===== src/rtl/adc_link_ctrl.sv =====
// JESD ADC link bring-up controller: aligner reset, CDR/CGS/data waits, retry and fail handling.
// Optional error-byte counter compiled in with `define ADC_LINK_ERR_CNT_EN.
module adc_link_ctrl #(
  parameter int RST_CYCLES = 16,
  parameter int TIMEOUT    = 65535,
  parameter int MAX_RETRY  = 7,
  parameter int SETTLE     = 256
) (
  input  logic        clk_120,
  input  logic        rst,
  input  logic        enable,
  input  logic [7:0]  syncstatus,
  input  logic [7:0]  errdetect,
  input  logic [7:0]  disperr,
  input  logic        sync_n,
  input  logic [7:0]  flag_ok,
  input  logic        sysref_error,
  output logic        rst_adc_align,
  output logic        link_up,
  output logic        link_fail,
  output logic [2:0]  state,
  output logic [2:0]  retry_cnt,
  output logic [15:0] err_cnt
);

  // state     | meaning
  // IDLE      | waiting for enable, aligners held in reset
  // ALIGN_RST | pulsing aligner/LMFC/FIFO reset for RST_CYCLES
  // WAIT_CDR  | waiting for all byte lanes in sync
  // WAIT_CGS  | waiting for SYNC~ release
  // WAIT_DATA | counting consecutive clean cycles up to SETTLE
  // LINKED    | link up, monitoring for loss
  // FAIL      | retries exhausted, held until enable drops
  typedef enum logic [2:0] {
    S_IDLE      = 3'd0,
    S_ALIGN_RST = 3'd1,
    S_WAIT_CDR  = 3'd2,
    S_WAIT_CGS  = 3'd3,
    S_WAIT_DATA = 3'd4,
    S_LINKED    = 3'd5,
    S_FAIL      = 3'd6
  } state_t;

  localparam logic [15:0] ALIGN_LOAD  = 16'(RST_CYCLES - 1);
  localparam logic [15:0] TO_LAST     = 16'(TIMEOUT - 1);
  localparam logic [15:0] SETTLE_LAST = 16'(SETTLE - 1);
  localparam logic [2:0]  RETRY_MAX   = 3'(MAX_RETRY);

  state_t      r_state;
  state_t      w_next;
  logic [15:0] r_align_tmr;
  logic [15:0] r_to_cnt;
  logic [15:0] r_settle;
  logic [2:0]  r_retry;
  logic [2:0]  w_retry_next;
  logic        w_fail_evt;
  logic        w_enter;
  logic        w_wait;
  logic        w_align_done;
  logic        w_timeout;
  logic        w_good;
  logic        w_link_lost;
  logic        w_rst_align_d;
  logic        w_link_up_d;
  logic        w_link_fail_d;
  logic        r_rst_align;
  logic        r_link_up;
  logic        r_link_fail;

  assign w_wait       = (r_state == S_WAIT_CDR) || (r_state == S_WAIT_CGS) ||
                        (r_state == S_WAIT_DATA);
  assign w_align_done = (r_align_tmr == 16'd0);
  assign w_timeout    = w_wait && (r_to_cnt == TO_LAST);
  assign w_good       = (flag_ok == 8'hFF) && (syncstatus == 8'hFF) && sync_n && !sysref_error;
  assign w_link_lost  = (syncstatus != 8'hFF) || !sync_n || sysref_error;
  assign w_enter      = (w_next != r_state);

  always_ff @(posedge clk_120) begin
    if (rst) begin
      r_state <= S_IDLE;
    end else begin
      r_state <= w_next;
    end
  end

  always_comb begin
    w_next       = r_state;
    w_fail_evt   = 1'b0;
    w_retry_next = r_retry;
    case (r_state)
      S_IDLE: begin
        if (enable) w_next = S_ALIGN_RST;
      end
      S_ALIGN_RST: begin
        if (w_align_done) w_next = S_WAIT_CDR;
      end
      S_WAIT_CDR: begin
        if (syncstatus == 8'hFF) w_next = S_WAIT_CGS;
        else if (w_timeout)      w_fail_evt = 1'b1;
      end
      S_WAIT_CGS: begin
        if (sync_n)         w_next = S_WAIT_DATA;
        else if (w_timeout) w_fail_evt = 1'b1;
      end
      S_WAIT_DATA: begin
        // A settle completing on the last allowed cycle wins over the timeout.
        if (w_good && (r_settle == SETTLE_LAST)) w_next = S_LINKED;
        else if (w_timeout)                      w_fail_evt = 1'b1;
      end
      S_LINKED: begin
        if (w_link_lost) w_fail_evt = 1'b1;
      end
      S_FAIL: begin
        w_next = S_FAIL;
      end
      default: begin
        w_next = S_IDLE;
      end
    endcase

    if (w_fail_evt) begin
      if (r_retry == RETRY_MAX) begin
        w_next = S_FAIL;
      end else begin
        w_next = S_ALIGN_RST;
        if (r_retry != 3'd7) w_retry_next = r_retry + 3'd1;
      end
    end

    if (r_state == S_IDLE && enable) w_retry_next = 3'd0;

    // Dropping enable overrides everything and leaves the retry count untouched.
    if (!enable) begin
      w_next       = S_IDLE;
      w_retry_next = r_retry;
    end
  end

  always_comb begin
    w_rst_align_d = 1'b0;
    w_link_up_d   = 1'b0;
    w_link_fail_d = 1'b0;
    case (w_next)
      S_IDLE, S_ALIGN_RST: w_rst_align_d = 1'b1;
      S_LINKED:            w_link_up_d   = 1'b1;
      S_FAIL: begin
        w_rst_align_d = 1'b1;
        w_link_fail_d = 1'b1;
      end
      default: ;
    endcase
  end

  always_ff @(posedge clk_120) begin
    if (rst) begin
      r_rst_align <= 1'b1;
      r_link_up   <= 1'b0;
      r_link_fail <= 1'b0;
    end else begin
      r_rst_align <= w_rst_align_d;
      r_link_up   <= w_link_up_d;
      r_link_fail <= w_link_fail_d;
    end
  end

  // All per-state counters restart whenever the state changes.
  always_ff @(posedge clk_120) begin
    if (rst) begin
      r_align_tmr <= ALIGN_LOAD;
      r_to_cnt    <= 16'd0;
      r_settle    <= 16'd0;
      r_retry     <= 3'd0;
    end else begin
      r_retry <= w_retry_next;
      if (w_enter) begin
        r_align_tmr <= ALIGN_LOAD;
        r_to_cnt    <= 16'd0;
        r_settle    <= 16'd0;
      end else begin
        if (r_state == S_ALIGN_RST && !w_align_done) r_align_tmr <= r_align_tmr - 16'd1;
        if (w_wait && r_to_cnt != 16'hFFFF)          r_to_cnt    <= r_to_cnt + 16'd1;
        if (r_state == S_WAIT_DATA)                  r_settle    <= w_good ? r_settle + 16'd1 : 16'd0;
      end
    end
  end

`ifdef ADC_LINK_ERR_CNT_EN
  logic [15:0] r_err_cnt;
  logic [3:0]  w_err_bits;
  logic [16:0] w_err_sum;

  always_comb begin
    w_err_bits = 4'd0;
    for (int i = 0; i < 8; i++) begin
      w_err_bits = w_err_bits + {3'd0, errdetect[i] | disperr[i]};
    end
  end

  assign w_err_sum = {1'b0, r_err_cnt} + {13'd0, w_err_bits};

  always_ff @(posedge clk_120) begin
    if (rst) begin
      r_err_cnt <= 16'd0;
    end else if (w_next == S_ALIGN_RST && r_state != S_ALIGN_RST) begin
      r_err_cnt <= 16'd0;
    end else if (r_state == S_LINKED) begin
      r_err_cnt <= w_err_sum[16] ? 16'hFFFF : w_err_sum[15:0];
    end
  end

  assign err_cnt = r_err_cnt;
`else
  logic w_unused_err;
  assign w_unused_err = ^{errdetect, disperr};
  assign err_cnt      = 16'h0000;
`endif

  assign state         = r_state;
  assign retry_cnt     = r_retry;
  assign rst_adc_align = r_rst_align;
  assign link_up       = r_link_up;
  assign link_fail     = r_link_fail;

endmodule

===== config.mk =====
export PLATFORM = sky130hd
export DESIGN_NAME = adc_link_ctrl
export DESIGN_NICKNAME = d
export VERILOG_FILES = /design/src/rtl/adc_link_ctrl.sv
export SDC_FILE = /design/constraint.sdc
export NUM_CORES = 1
export LEC_CHECK = 0
export ABC_CLOCK_PERIOD_IN_PS = 3500
export BUFFER_PORTS_ARGS = -buffer_cell sky130_fd_sc_hd__buf_2
export CAP_MARGIN = 20
export CORE_AREA = 4 4 112 114
export DETAILED_ROUTE_END_ITERATION = 10
export DIE_AREA = 0 0 116 118
export GPL_ROUTABILITY_DRIVEN = 0
export HOLD_SLACK_MARGIN = 0.15
export PLACE_DENSITY = 0.51
export SLEW_MARGIN = 20
export SYNTH_ARGS = -nofsm -noshare
export SYNTH_HDL_FRONTEND = slang
export SYNTH_SLANG_ARGS = --single-unit

===== constraint.sdc =====
create_clock -name clk_120 -period 3.5 [get_ports clk_120]
set_input_delay 0.7 -clock clk_120 [delete_from_list [all_inputs] [get_ports clk_120]]
set_output_delay 0.7 -clock clk_120 [all_outputs]
set_load 0.01 [all_outputs]

Word level (Yosys, flattened, before mapping)
Index checks and enable logic that the tools add are counted.
{"block": "word_totals", "regBits": 57, "in_bits": 37, "output_inout_bits": 25, "elab_cells": 76}
{"block": "op_classes", "n_addsub": 4, "eq_ne": 19, "muxes": 22, "reduce_logical": 23}
{"op": "two-way mux 3 bit", "n": 11}
{"op": "adder 16 x 1 -> 16 bit, second input constant", "n": 2}
{"op": "case mux 3 bit (7 select lines)", "n": 1}
{"op": "== test 3 bit, second input constant", "n": 6}
{"op": "== test 16 bit, second input constant", "n": 1}
{"op": "== test 16 x 8 -> 1 bit, second input constant", "n": 1}
{"op": "== test 8 bit, second input constant", "n": 2}
{"op": "logical NOT 16 bit", "n": 1}
{"op": "two-way mux 16 bit", "n": 1}
{"op": "inequality test 16 bit, second input constant", "n": 1}
{"op": "subtractor 16 x 1 -> 16 bit, second input constant", "n": 1}
{"op": "logical AND 1 bit", "n": 8}
{"op": "two-way mux 1 bit", "n": 8}
{"op": "inequality test 8 bit, second input constant", "n": 1}
{"op": "== test 3 x 1 -> 1 bit, second input constant", "n": 2}
{"op": "== test 3 x 2 -> 1 bit, second input constant", "n": 2}
{"op": "logical NOT 3 bit", "n": 2}
{"op": "logical OR 1 bit", "n": 4}
{"op": "case mux 1 bit (4 select lines)", "n": 1}
{"op": "AND reduction 4 bit", "n": 1}
{"op": "nonzero test 2 bit", "n": 2}
{"op": "adder 3 x 1 -> 3 bit, second input constant", "n": 1}
{"op": "logical NOT 1 bit", "n": 3}
{"op": "inequality test 3 bit", "n": 1}
{"op": "other kinds (4)", "n": 4}

Longest topological paths before layout
Gate-level depths: netlist (run 1).
{"block": "depth", "ltp_word": 12, "depth_mapped": 12, "depth_no_buf": 10}

Worst setup path before layout (run 1)
No wires, ideal clock.
{"block": "synth_timing", "path_kind": "input to register", "start": "input syncstatus[6]", "end": "register r_align_tmr[1]", "setup_time_ns": 0.127, "arrival_time_ns": 2.961, "required_time_ns": 3.373, "setup_slack_ns": 0.412, "path_stages": 8, "n_path_buf": 0, "path_cell_list": "nand4_1 or4_4 nor4b_4 a21bo_2 or2_1 or3_1 a221o_1 or3b_1"}
{"block": "synth_via", "elab_chain_cells": 11, "elab_cells_between_ends": 19, "cone_classes": "eq/ne (3); mux (9); reduce/logical (7)"}
{"element": "from (decl)", "line_no": "12", "rtl": "input logic [7:0] syncstatus,"}
{"element": "== test 8 bit", "line_no": "74, 98"}
{"element": "logical AND 1 bit (3 in a row)", "line_no": "74", "rtl": "assign w_good = (flag_ok == 8'hFF) && (syncstatus == 8'hFF) && sync_n && !sysref_error;"}
{"element": "logical AND 1 bit", "line_no": "107", "rtl": "if (w_good && (r_settle == SETTLE_LAST)) w_next = S_LINKED;"}
{"element": "two-way mux 3 bit or two-way mux 1 bit (tied branches)", "line_no": "107"}
{"element": "case mux 3 bit (7 select lines) or case mux 1 bit (4 select lines) (tied branches)", "line_no": "90", "rtl": "case (r_state)"}
{"element": "two-way mux 3 bit (*)", "line_no": "121", "rtl": "if (w_fail_evt) begin"}
{"element": "two-way mux 3 bit (*)", "line_no": "133", "rtl": "if (!enable) begin"}
{"element": "inequality test 3 bit (*)", "line_no": "76", "rtl": "assign w_enter = (w_next != r_state);"}
{"element": "OR reduction 2 bit (no line) (*)"}
{"element": "to (signal assigned)", "line_no": "180", "rtl": "if (r_state == S_ALIGN_RST && !w_align_done) r_align_tmr <= r_align_tmr - 16'd1;"}
{"element": "to (decl)", "line_no": "51", "rtl": "logic [15:0] r_align_tmr;"}
Mark *: on every way between the ends. The rest lies on a longest branch, timed or not.
A chain may end at the register's enable or synchronous reset.

Worst setup path in the final report (run 1)
{"block": "layout_timing", "start": "register r_settle[0]", "end": "register r_align_tmr[1]"}
{"block": "layout_via", "elab_chain_cells": 8, "elab_cells_between_ends": 10, "cone_classes": "eq/ne (2); mux (6); reduce/logical (2)"}
{"element": "from (decl)", "line_no": "53", "rtl": "logic [15:0] r_settle;"}
{"element": "from (signal assigned)", "line_no": "182", "rtl": "if (r_state == S_WAIT_DATA) r_settle <= w_good ? r_settle + 16'd1 : 16'd0;"}
{"element": "== test 16 x 8 -> 1 bit (*)", "line_no": "107"}
{"element": "logical AND 1 bit (*)", "line_no": "107"}
{"element": "two-way mux 3 bit or two-way mux 1 bit (tied branches)", "line_no": "107"}
{"element": "case mux 3 bit (7 select lines) or case mux 1 bit (4 select lines) (tied branches)", "line_no": "90"}
{"element": "two-way mux 3 bit (*)", "line_no": "121"}
{"element": "two-way mux 3 bit (*)", "line_no": "133"}
{"element": "inequality test 3 bit (*)", "line_no": "76"}
{"element": "OR reduction 2 bit (no line) (*)"}
Marked as above.

==> results of run 1 <==
==> worst max-delay path by stage <==
stage | start | cells past startpoint | to | slack, ns
floorplan | syncstatus[6] | 8 | r_align_tmr[1]$_SDFFE_PP1P_ | 0.41
CTS | r_settle[0]$_SDFFE_PP0N_ | 10 | r_align_tmr[1]$_SDFFE_PP1P_ | 0.36
detailed placement | syncstatus[6] | 9 | r_align_tmr[1]$_SDFFE_PP1P_ | 0.10
global placement | syncstatus[6] | 9 | r_align_tmr[1]$_SDFFE_PP1P_ | 0.08
finish | r_settle[0]$_SDFFE_PP0N_ | 10 | r_align_tmr[1]$_SDFFE_PP1P_ | 0.41
global route | r_settle[0]$_SDFFE_PP0N_ | 11 | r_align_tmr[2]$_SDFFE_PP1P_ | 0.04
==> registers in the layout (all words and copies together), names as in the netlist <==
signal,flops
link_up,1
r_to_cnt,16
retry_cnt,3
rst_adc_align,1
link_fail,1
r_settle,16
state,3
r_align_tmr,16
==> report_power, final <==
part           switching [mW]  internal (mW)
Combinational          0.0391         0.0228
Sequential            0.00252          0.652
Clock                   0.285          0.490
==> through the flow <==
step	instances	cell area [um^2]	setup WS (ns)	hold WS, ns	power, mW
after global routing	582	3750	0.0443	0.515	1.56
after CTS	582	3750	0.360	0.493	1.52
after detailed placement	567	3490	0.100	0.483	0.730
after global placement	567	3490	0.0802	0.481	0.729
final	582	3750	0.410	0.492	1.49
after floorplan	418	3260	0.412	0.482	0.722
==> cell type report <==
cell class                      instances  share of cell area, %
Multi-Input combinational cell        319                   50.3
Sequential cell                        57                   30.4
Timing Repair Buffer                   40                   6.74
Clock buffer                           12                   6.57
Tap cell                              143                   4.77
Inverter                                8                  0.800
Clock inverter                          3                  0.467
==> metal layers <==
layer / vias to the layer above / track usage [%]
li1: 1398 / -
met1: 1202 / 13.8
met2: 43 / 17.1
met3: 7 / 4.01
met4: 0 / 2.54
met5: - / 0
==> critical path: cells and delay by family, from the launching register on <==
kind                       cells  cell delay [ns]
AOI/OAI and AO/OA              5             1.32
adders and majority gates      1             0.26
buffers and inverters          1             0.18
DFF                            1             0.37
and+or+nand+nor                3             0.83
==> cells in the mapped netlist, types with 2 or more instances <==
cell       n  area share, %
or4_4      2           0.70
xnor2_1   23            6.3
nor2b_1    4           0.78
nor4b_1    2           0.55
xor2_1    19            5.2
or3_1      5           0.98
nor2_1    61            7.1
nor3_1     8            1.3
nor4_1     4           0.78
and2_1     4           0.78
o21ai_0    9            1.4
o41ai_1    2           0.55
nand3b_1   3           0.70
a21oi_1    9            1.4
a211oi_1   2           0.47
nand2b_1   3           0.59
and3_1     7            1.4
or2_2      5           0.98
clkbuf_1  13            1.5
nand3_1   28            4.4
o211ai_1   2           0.47
dfxtp_1   57             36
inv_1      8           0.94
ha_1       8            3.1
nand2_1   55            6.4
buf_4     16            3.8
and4_1     4            1.1
nand4_1   13            2.5
o21a_1     2           0.47
buf_6      3            1.1
==> cells by family (layout without fill, tap and decap cells) <==
group | Yosys count | after routing | share of synthesized area [%]
compound gates | 35 | 35 | 7.42
flops | 57 | 57 | 35.6
xor+xnor | 42 | 42 | 11.5
other cells | 1 | 16 | 0.117
buf+inv | 42 | 63 | 7.54
simple gates | 218 | 218 | 34.7
fa+ha+maj | 8 | 8 | 3.13
==> results.md, run 1 <==
* Status: finished clean
* Relative slew slack at 56.6%
* TritonCTS Sinks at 57
* Clock buffer depth at 2
* Chip height at 118 um
* Sequential area share after synthesis at roughly 36%
* Worst path most repeated cell: a21oi_1
* Core Rows at 39
* Synthesized flop and latch total at 57
* Leak Pwr at between 1.5 and 2 nW
* Clk root buf: clkbuf_16
* Multi-input gate area at about 0.0019 mm^2
* Top layer in use: met4
* CP required at 3.70 ns
* Final HPWL DP at 4.89 mm
* CTS tree: built
* Setup TNS at 0 ns
* Share of cells above drive strength 1 at around 15%
* Die area at about 0.014 mm^2
* Mapped Cells at approximately 400
* # diodes at 0
* Max Fclk at 324 MHz
* MaxCap Viol Count at 0
* H-tree depth at 3
* Worst Setup End Kind: flip-flop
* Final period utilization at ~88%
* Core ar. at approximately 0.011 mm^2
* # setup viols final at 0
* Hold depth at 2
* Final nets at 480
* WL/cell at ~12 um
* Hold EP: retry_cnt[1]$_SDFFE_PP0P_
* Die X at around 120 um
* CTS Hold Bufs at 0
* Worst-margin pin slew at ~0.65 ns
* Largest net degree at the start of global routing at 41
* Cell Area, Synth at between 0.003 and 0.004 mm^2
* Worst VDD drop at roughly 0.25 mV
* Tmin final at just over 3 ns
* Initial DRC Count at approximately 120
* DRT Wirelength at a little under 7 mm
* Setup slack, reg-to-reg at between 0.4 and 0.5 ns
* Register area at roughly 0.0011 mm^2
* # port buffers at 29
* Starting Density at about 28%
* Number of gates resized after CTS at 0
* Most frequent cells in the layout: 61 x nor2_1, 57 x dfxtp_1, 55 x nand2_1, 29 x buf_2, 28 x nand3_1
* Vias per inst at around 4.6
* Crit path kind: reg -> reg
* Postcts setup bufs at 0
* Clk_skew at about 0.0094 ns
* Largest stage delay, worst path at 0.41 ns
* Startpoint Class: flip-flop
* Crit path DAT at 3.29 ns
* Initial antenna violation count at 0
* DRC at 0
* Reg2reg end: r_align_tmr[1]$_SDFFE_PP1P_
* PD cells at between 300 and 400 mW/mm^2
* Post-synth top flop: dfxtp_1
* Clock-pin slew on the worst setup and hold paths at 0.05 ns
* Reg2reg start: r_settle[0]$_SDFFE_PP0N_
* Min-Delay Path Class: reg -> reg
* Avg Cell Area, Syn at 7.95 um^2
* Gr usage total at between 10% and 20%
* Layout overhead on the synthesized area at 17.1%
* Vias in the first global route at 2,678
* Worst skew pair latency at 0.32 ns
* Hold_sp: retry_cnt[1]$_SDFFE_PP0P_
* Reg2Reg Depth at 10
* Post-synth EDFFs at 0
* Netlist cell types at 52
* Ports at 62
* First drt pass iteration count at 4
* Final Max Slew Viols at 0
* DR WL met3 at about 290 um
* Synthesis Warnings at 0
* First-pass GRT wire length at 12.2 mm
* CP Max Fanout at 5
* Async set-reset flop share out of synthesis at 0%
* M1 WL at approximately 3.3 mm
* Unrepaired setup endpoints after global routing: no
* Total grt overflow at 0
* Routed met2 length at between 3 and 4 mm
* Final hold violations at 0
* CTS buffer count at 9
* Worst-path cell chain: ha_1 > nor4b_1 > nand4_1 > a21oi_1 > a21oi_1 > a2111oi_1 > buf_4 > o21ai_0 > a221o_1 > or3b_1
* Via Count at around 2,700
* Core Util, Final at around a third
* Most common cell after layout, fill and taps aside: nor2_1
* Fill cell count at about 1,300
* Critical Path Slowest Stage Cell: a221o_1
* Remaining antenna violation count after routing at 0
Note: power is estimated with default switching activity, not from simulation.
==> run 2, diff against run 1 <==
ABC_AREA = 1   (was default)
CORE_AREA = 4 4 119 121   (was 4 4 112 114)
DIE_AREA = 0 0 123 125   (was 0 0 116 118)
PLACE_DENSITY = 0.5   (was 0.51)
==> results.md, run 2 <==
* Post-synth EDFFs at 0
* Finished Layout Cells at a little under 700
* Final period utilization at about three quarters
* Number of gates resized after CTS at 0
* Tmin final at 2.66 ns
* Crit path DAT at 2.88 ns
* Mapped Cells at roughly 470
* Busiest grt layer: met2
* Remaining antenna violation count after routing at 0
* Sequential area share after synthesis at a little under a third
* Worst Setup End Kind: flip-flop
* # port buffers at 29
* Final HPWL DP at a little under 5 mm
* Final nets at 552
* Initial antenna violation count at 0
* P_sw at between 0.3 and 0.4 mW
* Worst-path cell chain: ha_1 > nand2_1 > nor3_2 > nand2_1 > nor2_1 > nand2_1 > nand2_1 > nand2_4 > a21oi_1 > nor2_2 > nor2_1 > nor2_4 > nand2_8 > buf_4 > nor2_4
* CP required at between 3 and 4 ns
* Internal at between 1 and 1.5 mW
* Hold EP: retry_cnt[1]$_SDFFE_PP0P_
* Dpl cells at 672
* Starting Density at between 20 and 30%
* Postcts setup bufs at 0
* Share of cells above drive strength 1 at a little under a quarter
* Post-synth top flop: dfxtp_1
* Die X at ~120 um
* Async set-reset flop share out of synthesis at 0%
* Status: finished clean
* Dpl cell area at around 0.0039 mm^2
* Top post-synthesis cells by count: 86 x nand2_1, 60 x nor2_1, 57 x dfxtp_1
* Die area at approximately 0.015 mm^2
* First drt pass iteration count at 4
* CTS tree: built
* DRT Wirelength at 6.53 mm
* Initial DRC Count at between 50 and 60
* Hold_sp: retry_cnt[1]$_SDFFE_PP0P_
* Worst path most repeated cell: nand2_1
* CP Max Fanout at 24
* Core Rows at 42
* Final Max Slew Viols at 0
* Final hold violations at 0
* WL/cell at roughly 9.5 um
* Avg Cell Area, Syn at 7.67 um^2
* Buf/Inv on CP at 1
* Largest stage delay, worst path at 0.36 ns
* Reg2reg start: r_settle[0]$_SDFFE_PP0N_
* Cell accounting for the most synthesized area: dfxtp_1
* Relative slew slack at between 60% and 70%
* Via Count at between 2,000 and 3,000
* Power share of the combinational group at between 6 and 7%
* Sw frac at 23.4%
* Fill cell count at 1,431
* Clock-pin slew on the worst setup and hold paths at approximately 0.05 ns
* Reg2reg end: r_align_tmr[14]$_SDFFE_PP0P_
* Unrepaired setup endpoints after global routing: no
* Core ar. at approximately 0.013 mm^2
* Ports at 62
* TritonCTS Sinks at 57
* Clock buffer depth at 2
* Crit path kind: reg -> reg
* Critical Path Slowest Stage Cell: dfxtp_1
* MaxCap Viol Count at 0
* Min-Delay Path Class: reg -> reg
* Cell Area, Synth at between 0.003 and 0.004 mm^2
* First-pass GRT wire length at around 12 mm
* Delay-heaviest family, CP: simple AND/OR/NAND/NOR gates
* Clk root buf: clkbuf_16
* DRC at 0
* Synthesis Warnings at 0
* Max Fclk at 375 MHz
* Layout overhead on the synthesized area at 14.7%
* Hold depth at 2
* Flop pwr share at between 40% and 50%
* Biggest regs: r_align_tmr: 16 flops, r_settle: 16 flops, r_to_cnt: 16 flops
* Gr usage total at roughly a tenth
* Netlist cell types at 36
* # setup viols final at 0
* Largest net degree at the start of global routing at 25
* Worst VDD drop at just under 0.3 mV
* Worst-margin pin slew at ~0.58 ns
* Clk_skew at between 0.004 and 0.005 ns
* Worst skew pair latency at between 0.3 and 0.4 ns
* PD cells at ~380 mW/mm^2
* Met2 Resource Use GR at 14.9%
* Most frequent cells in the layout: 86 x nand2_1, 60 x nor2_1, 57 x dfxtp_1, 55 x inv_1, 41 x nor2_4
* Reg2Reg Depth at 15
* Area contributors post-synth: dfxtp_1 32%, nor2_4 13%, nand2_1 8.9%
* Final instance area at 0.00414 mm^2
* Most common cell in the netlist: nand2_1
* Met3 Use GR at ~3.1%
* Most common cell after layout, fill and taps aside: nand2_1
* Vias in the first global route at 2,757
* Setup TNS at 0 ns
* Startpoint Class: flip-flop
* Synthesized flop and latch total at 57
* Synth top area share at between 30% and 40%
* H-tree depth at 3
* Leak Pwr at around 1.7 nW
* Setup slack, reg-to-reg at about 0.84 ns
* Chip height at roughly 130 um
* CTS Hold Bufs at 0
* Total grt overflow at 0
* Vias per inst at 4.10
* Grt met1 use at about an eighth
* CTS buffer count at 9
* Clock network power share at between 50 and 60%
* # diodes at 0
-- run 2: changes by cell type after synthesis, sizes merged, moves of 4 or more --
cell / previous run / this run
nor4: 4 / 0
or3: 5 / 0
nand4: 13 / 9
nor2b: 4 / 0
xnor2: 23 / 12
nand2: 55 / 95
and2: 5 / 0
a21oi: 9 / 13
nor3: 8 / 14
inv: 8 / 63
clkbuf: 13 / 1
and4: 4 / 0
nor2: 61 / 106
and3: 7 / 1
-- run 2: layout make-up --
class | instances | area [um^2] | share of cell area (%)
flip-flops and latches | 57 | 1140 | 27.5
repair buffers | 33 | 200 | 4.83
clock inverters | 3 | 15.0 | 0.362
clock buffers | 13 | 260 | 6.28
inverters | 63 | 236 | 5.71
well taps | 176 | 220 | 5.32
multi-input cells | 343 | 2070 | 50.0
-- run 2: layer usage --
metal | part of all wire [%] | vias up
met5 | 0 | -
met4 | 1.9 | 0
met3 | 4.8 | 9
met2 | 46 | 47
met1 | 47 | 1261
li1 | - | 1503
-- run 2: logic make-up (layout without fill, tap and decap cells) --
family	count (synthesis)	after routing	synth area share, %
AOI/OAI and AO/OA	32	32	4.89
xor gates and xnor gates	29	29	7.03
adders and majority gates	8	8	2.77
buffers and inverters	86	112	12.6
DFF	57	57	31.6
other	1	16	0.104
and+or+nand+nor	258	258	41.0
-- run 2: power by group through the flow --
stage	sequential [mW]	combinational [mW]	clock (mW)
2_1_floorplan	0.666	0.0969	0
3_3_place_gp	0.666	0.100	0
3_5_place_dp	0.666	0.101	0
4_1_cts	0.653	0.102	0.836
5_1_grt	0.652	0.110	0.864
6_report	0.653	0.100	0.805
-- run 2: metrics by stage --
step | total power, mW | hold WS (ns) | utilization (%) | worst slack [ns]
after floorplan | 0.763 | 0.493 | - | 1.16
after global placement | 0.767 | 0.469 | 29.6 | 0.555
after detailed placement | 0.768 | 0.477 | 29.6 | 0.530
after CTS | 1.59 | 0.485 | 31.7 | 0.809
after global routing | 1.63 | 0.511 | 31.7 | 0.561
final | 1.56 | 0.480 | 31.7 | 0.837
-- run 2: how the worst max path moves through the flow --
stage | from | end | cells after the start
2_1_floorplan | syncstatus[7] | r_settle[14]$_SDFFE_PP0N_ | 14
6_report | r_settle[0]$_SDFFE_PP0N_ | r_align_tmr[14]$_SDFFE_PP0P_ | 15
5_1_grt | r_settle[0]$_SDFFE_PP0N_ | r_align_tmr[13]$_SDFFE_PP0P_ | 15
3_3_place_gp | sync_n | r_align_tmr[15]$_SDFFE_PP0P_ | 15
4_1_cts | r_settle[0]$_SDFFE_PP0N_ | r_align_tmr[15]$_SDFFE_PP0P_ | 15
3_5_place_dp | syncstatus[7] | r_align_tmr[12]$_SDFFE_PP0P_ | 15
-- run 2: worst min-delay path, delay by kind of cell (launching register included) --
kind | cells | cell delay, ns
AND/OR/NAND/NOR | 1 | 0.06
flip-flops | 1 | 0.32
AO/OA/AOI/OAI | 1 | 0.05
